<file path="src/rtl/uart_tx_param.sv">
// Purpose : parametrised UART transmitter; start, DATA_W data bits LSB first, optional parity, 1/2 stop.
// Latency : serial line leaves idle the cycle after the handshake; frame = (1+DATA_W+P+S)*CLKS_PER_BIT cycles.
// Backpr. : o_tx_ready is high only in IDLE; i_tx_valid is ignored while a frame is in flight.
//
// Ports:
//   clk, rst         clock (rising edge) and asynchronous active-high reset
//   i_tx_data        word to send, sampled on the handshake edge
//   i_tx_valid       source has a word;  o_tx_ready  block can accept a word
//   i_parity_mode    00/11 none, 01 even, 10 odd; sampled on handshake
//   i_stop2          0 one stop bit, 1 two stop bits; sampled on handshake
//   o_serial_out     registered serial line (idle high)
//   o_busy           frame in progress;  o_done  pulse in the last cycle of the final stop bit
module uart_tx_param #(
  parameter int DATA_W       = 8,
  parameter int CLKS_PER_BIT = 16
) (
  input  logic              clk,
  input  logic              rst,
  input  logic [DATA_W-1:0] i_tx_data,
  input  logic              i_tx_valid,
  output logic              o_tx_ready,
  input  logic [1:0]        i_parity_mode,
  input  logic              i_stop2,
  output logic              o_serial_out,
  output logic              o_busy,
  output logic              o_done
);

  localparam int BW = $clog2(CLKS_PER_BIT);
  localparam int IW = $clog2(DATA_W);

  localparam logic [BW-1:0] BAUD_LAST = BW'(CLKS_PER_BIT - 1);
  localparam logic [BW-1:0] BAUD_PRE  = BW'(CLKS_PER_BIT - 2);
  localparam logic [IW-1:0] IDX_LAST  = IW'(DATA_W - 1);

  localparam logic [2:0] S_IDLE   = 3'd0;
  localparam logic [2:0] S_START  = 3'd1;
  localparam logic [2:0] S_DATA   = 3'd2;
  localparam logic [2:0] S_PARITY = 3'd3;
  localparam logic [2:0] S_STOP   = 3'd4;

  logic [2:0]        r_state;
  logic [BW-1:0]     r_baud;
  logic [IW-1:0]     r_bit_idx;
  logic [DATA_W-1:0] r_shift;
  logic              r_par_en;
  logic              r_par_bit;
  logic              r_stop2;
  logic              r_stop_cnt;
  logic              r_serial;
  logic              r_ready;
  logic              r_busy;
  logic              r_done;

  logic w_bit_end;
  logic w_last_data;
  logic w_last_stop;

  assign w_bit_end   = (r_baud == BAUD_LAST);
  assign w_last_data = (r_bit_idx == IDX_LAST);
  // r_stop_cnt counts stop bits already completed; the last one is index r_stop2.
  assign w_last_stop = (r_stop_cnt == r_stop2);

  always_ff @(posedge clk or posedge rst) begin
    if (rst) begin
      r_state    <= S_IDLE;
      r_baud     <= '0;
      r_bit_idx  <= '0;
      r_shift    <= '0;
      r_par_en   <= 1'b0;
      r_par_bit  <= 1'b0;
      r_stop2    <= 1'b0;
      r_stop_cnt <= 1'b0;
      r_serial   <= 1'b1;
      r_ready    <= 1'b1;
      r_busy     <= 1'b0;
      r_done     <= 1'b0;
    end else begin
      r_done <= 1'b0;
      if (r_state == S_IDLE) begin
        if (i_tx_valid) begin
          r_shift    <= i_tx_data;
          r_par_en   <= (i_parity_mode == 2'b01) || (i_parity_mode == 2'b10);
          // Odd parity is the inverse of the XOR reduction of the word.
          r_par_bit  <= (^i_tx_data) ^ (i_parity_mode == 2'b10);
          r_stop2    <= i_stop2;
          r_stop_cnt <= 1'b0;
          r_baud     <= '0;
          r_bit_idx  <= '0;
          r_state    <= S_START;
          r_serial   <= 1'b0;
          r_ready    <= 1'b0;
          r_busy     <= 1'b1;
        end
      end else begin
        r_baud <= w_bit_end ? '0 : r_baud + BW'(1);
        // Registered pulse: set one cycle early so it lands on the final cycle of the frame.
        if (r_state == S_STOP && w_last_stop && r_baud == BAUD_PRE) begin
          r_done <= 1'b1;
        end
        if (w_bit_end) begin
          case (r_state)
            S_START: begin
              r_state  <= S_DATA;
              r_serial <= r_shift[0];
              r_shift  <= r_shift >> 1;
            end
            S_DATA: begin
              if (w_last_data) begin
                r_bit_idx <= '0;
                if (r_par_en) begin
                  r_state  <= S_PARITY;
                  r_serial <= r_par_bit;
                end else begin
                  r_state  <= S_STOP;
                  r_serial <= 1'b1;
                end
              end else begin
                r_bit_idx <= r_bit_idx + IW'(1);
                r_serial  <= r_shift[0];
                r_shift   <= r_shift >> 1;
              end
            end
            S_PARITY: begin
              r_state  <= S_STOP;
              r_serial <= 1'b1;
            end
            S_STOP: begin
              if (w_last_stop) begin
                r_state <= S_IDLE;
                r_ready <= 1'b1;
                r_busy  <= 1'b0;
              end else begin
                r_stop_cnt <= 1'b1;
              end
              r_serial <= 1'b1;
            end
            default: begin
              r_state  <= S_IDLE;
              r_serial <= 1'b1;
              r_ready  <= 1'b1;
              r_busy   <= 1'b0;
            end
          endcase
        end
      end
    end
  end

  assign o_serial_out = r_serial;
  assign o_tx_ready   = r_ready;
  assign o_busy       = r_busy;
  assign o_done       = r_done;

endmodule

</file>
<file path="config.mk">
export PLATFORM = sky130hd
export DESIGN_NAME = uart_tx_param
export DESIGN_NICKNAME = d
export VERILOG_FILES = /design/src/rtl/uart_tx_param.sv
export SDC_FILE = /design/constraint.sdc
export NUM_CORES = 1
export LEC_CHECK = 0
export BUFFER_PORTS_ARGS = -buffer_cell sky130_fd_sc_hd__buf_2
export CAP_MARGIN = 20
export CORE_MARGIN = 2
export CORE_UTILIZATION = 40
export DETAILED_ROUTE_END_ITERATION = 16
export SLEW_MARGIN = 20
export SYNTH_ARGS = -nofsm -noshare
export SYNTH_HDL_FRONTEND = slang
export SYNTH_SLANG_ARGS = --single-unit
export TNS_END_PERCENT = 50
</file>
<file path="constraint.sdc">
create_clock -name clk -period 2.5 [get_ports clk]
set_clock_uncertainty 0.2 [all_clocks]
set_input_delay 0.125 -clock clk [delete_from_list [all_inputs] [get_ports clk]]
set_output_delay 0.125 -clock clk [all_outputs]
set_load 0.005 [all_outputs]
</file>
==> flow_summary.json <==
{
  "stdcell_count": 230,
  "vias": 1182,
  "die_area_sq_mm": 0.00407,
  "via_per_inst": 5.14,
  "clock_path_buffers": 2,
  "grt_pass1_vias": 1184,
  "syn_inst": 149,
  "clk_latency_ns": 0.32,
  "fin_setup_tns_ns": 0,
  "ys_ff_latch": 26,
  "clock_sinks": 26,
  "cellPowerDensity_mw_per_mm2": 970,
  "sequential_cell_area_sq_um": 653,
  "die_w_microns": 63.8,
  "clkPwrFrac_pct": 10.3,
  "cts_tree": "yes",
  "drt-initial-drc-count": 41,
  "clk_pin_slew_worst_paths_ns": 0.14,
  "power_frac_comb_pct": 49.2,
  "grt_overflow": 0,
  "dp.cells": 213,
  "route.detailed.drc": 0,
  "synth_fp_nets": 168,
  "fillers": 315,
  "track_usage_pct": 16.4,
  "end_kind": "flip-flop",
  "crit_fanout": 5,
  "cp.arrival_ns": 2.32,
  "start_kind": "flip-flop",
  "die-height_microns": 63.8,
  "ir_drop_mv": 0.405,
  "cts_hold_buf": 14,
  "grt_max_degree": 27,
  "r2r.worst_path.cells": 7,
  "cts_resized": 0,
  "max_slew_margin_pct": 75.1,
  "antenna_found_initial": 0,
  "syn2layout_area_growth_pct": 23.1,
  "p_int_mw": 1.01,
  "synth_top_area_share_pct": 42.0,
  "ys.flop_type": "dfrtp_1",
  "ant_nets": 0,
  "power_leakage_nw": 0.809,
  "p_sw_mw": 0.698,
  "firstDrtPassIters": 4,
  "postCtsSetupRepairBufs": 0,
  "setup_viol": 0,
  "yosysTopAreaCell": "dfrtp_1",
  "rows": 21,
  "path_class": "flip-flop to flip-flop",
  "rsz0062_at_grt": "false",
  "hold_viol": 0,
  "synth_edf_count": 0,
  "cap_violations": 0,
  "synthTopCellsByArea": "dfrtp_1 (42%), nand2_1 (7.3%), ha_1 (4.4%)",
  "netSwitchingFraction_pct": 40.8,
  "coreArea_sq_mm": 0.00339,
  "wl_per_cell_microns": 12.9,
  "htree_levels": 1,
  "routabilityCongestion": 0.796,
  "pin_count": 18,
  "root_buffer": "clkbuf_4",
  "fin_nets": 205,
  "async_flop_share_pct": 100,
  "finalWorstSetupSlack_ns": 0.239,
  "ys.warnings.count": 0,
  "busiest_layer": "met2",
  "synth_area_sq_mm": 0.00143,
  "met2_usage_pct": 27.6,
  "cts_made_buffers": 3,
  "drive_above_1_share_pct": 19.6,
  "grt.met3_usage_pct": 2.64,
  "wl_microns": 2980,
  "timing.fmax_mhz": 442,
  "post-dp-hpwl_microns": 2140,
  "worst_pin_slew_ns": 0.365,
  "synthDistinctLibCells": 38,
  "grt_first_pass_wirelength_microns": 5240,
  "maxSlewViolCount": 0,
  "synth.yosys.seq_area_share_pct": 45.7,
  "portBuffers": 17,
  "p_seq_share_pct": 40.5,
  "synth.avg_cell_area_sq_um": 9.60,
  "multiInputGateArea_sq_um": 716,
  "status": "finished, final reports clean",
  "worstPathRequired_ns": 2.56,
  "dp_slack_ns": 0.344,
  "initial_core_util_pct": 42.2,
  "grt_use_met1_pct": 21.7,
  "min_period_over_period_pct": 90.4,
  "min-delay-path-class": "primary input to asynchronous set/reset pin",
  "min_period_ns": 2.26,
  "num_antenna_cells": 0
}
metal layers:
metal | wire [microns] | part of all wire (%)
met1 | 1430 | 48
met2 | 1430 | 48
met3 | 88 | 3.0
met4 | 31 | 1.0
met5 | 0 | 0
layout by cell type, fill, tap and decap left out, drive strengths merged:
| cell type | count |
|---|---|
| dfstp | 2 |
| mux2 | 4 |
| o21a | 1 |
| a21oi | 1 |
| and3 | 1 |
| nand3 | 4 |
| a221o | 1 |
| xnor2 | 4 |
| nor2b | 1 |
| a311oi | 1 |
| xor2 | 3 |
| a32o | 1 |
| nand2b | 3 |
| a31oi | 9 |
| xnor3 | 1 |
| nor4 | 2 |
| or2 | 1 |
| a21boi | 1 |
| nor3 | 2 |
| nor2 | 12 |
| buf | 25 |
| nand3b | 1 |
| a21o | 3 |
| a22o | 4 |
| o31a | 1 |
| dfrtp | 24 |
| a2111oi | 2 |
| o21ai | 9 |
| dlygate4sd3 | 14 |
| or3 | 2 |
| ha | 5 |
| clkbuf | 3 |
| inv | 7 |
| o2bb2ai | 1 |
| nand2 | 28 |
cells in the mapped netlist (2+ instances only):
| library cell | instances |
|---|---|
| nand2_1 | 28 |
| dfrtp_1 | 24 |
| nor2_1 | 12 |
| a31oi_1 | 9 |
| o21ai_0 | 9 |
| inv_1 | 7 |
| clkbuf_1 | 5 |
| ha_1 | 5 |
| a22o_1 | 4 |
| nand3_1 | 4 |
| xnor2_1 | 4 |
| a21o_1 | 3 |
| nand2b_1 | 3 |
| xor2_1 | 3 |
| dfstp_2 | 2 |
| mux2_1 | 2 |
| mux2_2 | 2 |
| nor3_1 | 2 |
| or3_1 | 2 |
area by class of cell:
class	instances	share of cell area, %
Tap cell	46	3.27
Multi-Input combinational cell	109	40.7
Sequential cell	26	37.1
Clock buffer	3	1.28
Timing Repair Buffer	39	16.2
Inverter	7	1.49
registers in the layout, summed over array words and instances, names as in the netlist:
| register | cells |
|---|---|
| r_state | 3 |
| r_stop_cnt | 1 |
| o_tx_ready | 1 |
| r_shift | 8 |
| o_busy | 1 |
| r_par_bit | 1 |
| r_bit_idx | 3 |
| o_serial_out | 1 |
| r_par_en | 1 |
| r_baud | 4 |
| o_done | 1 |
| r_stop2 | 1 |
power by group through the flow:
stage          clock network, mW  registers [mW]  logic (mW)
2_1_floorplan                  0           0.664       0.642
6_report                   0.176           0.692       0.840
5_1_grt                    0.206           0.711       0.957
4_1_cts                    0.183           0.689       0.847
3_3_place_gp                   0           0.692       0.807
3_5_place_dp                   0           0.698       0.820
path summary, 6_finish.rpt:
path	endpoint	slack, ns	startpoint
max in group asynchronous	o_serial_out	1.63	rst
worst max-delay path	r_shift[7]	0.24	r_bit_idx[0]
worst max register to register	r_shift[7]	0.24	r_bit_idx[0]
worst min-delay path	r_stop_cnt	0.18	rst
worst min register to register	o_tx_ready	0.29	o_tx_ready
min in group clk	o_tx_ready	0.29	o_tx_ready
critical path, stage by stage (launching register included):
cell and delay [ns]:
dfrtp_1 0.41, ha_1 0.20, ha_1 0.24, o21a_1 0.23, nor2_1 0.14, a31oi_1 0.10
dlygate4sd3_1 0.56, o2bb2ai_1 0.12
stage by stage:
| stage | instance area [sq um] | hold slack [ns] | total power, mW | util (%) |
|---|---|---|---|---|
| after global routing | 1760 | 0.208 | 1.87 | 51.9 |
| after CTS | 1760 | 0.188 | 1.72 | 51.9 |
| final | 1760 | 0.176 | 1.71 | 51.9 |
| after floorplan | 1430 | -0.0365 | 1.31 | - |
| after detailed placement | 1600 | -0.00187 | 1.52 | 47.1 |
| after global placement | 1600 | -0.0109 | 1.50 | 47.1 |
cell families (layout without fill, tap and decap cells):
kind of cell             count (synthesis)  after routing  share of synthesized area [%]
AND/OR/NAND/NOR                         57             57                           17.9
AO/OA/AOI/OAI                           35             35                           18.7
flip-flops                              26             26                           45.7
buffers and inverters                   14             49                           4.29
XOR/XNOR                                 8              8                           5.86
adder cells (fa/ha/maj)                  5              5                           4.37
multiplexers                             4              4                           3.15
No activity file was read; power rests on OpenSTA's default activity.
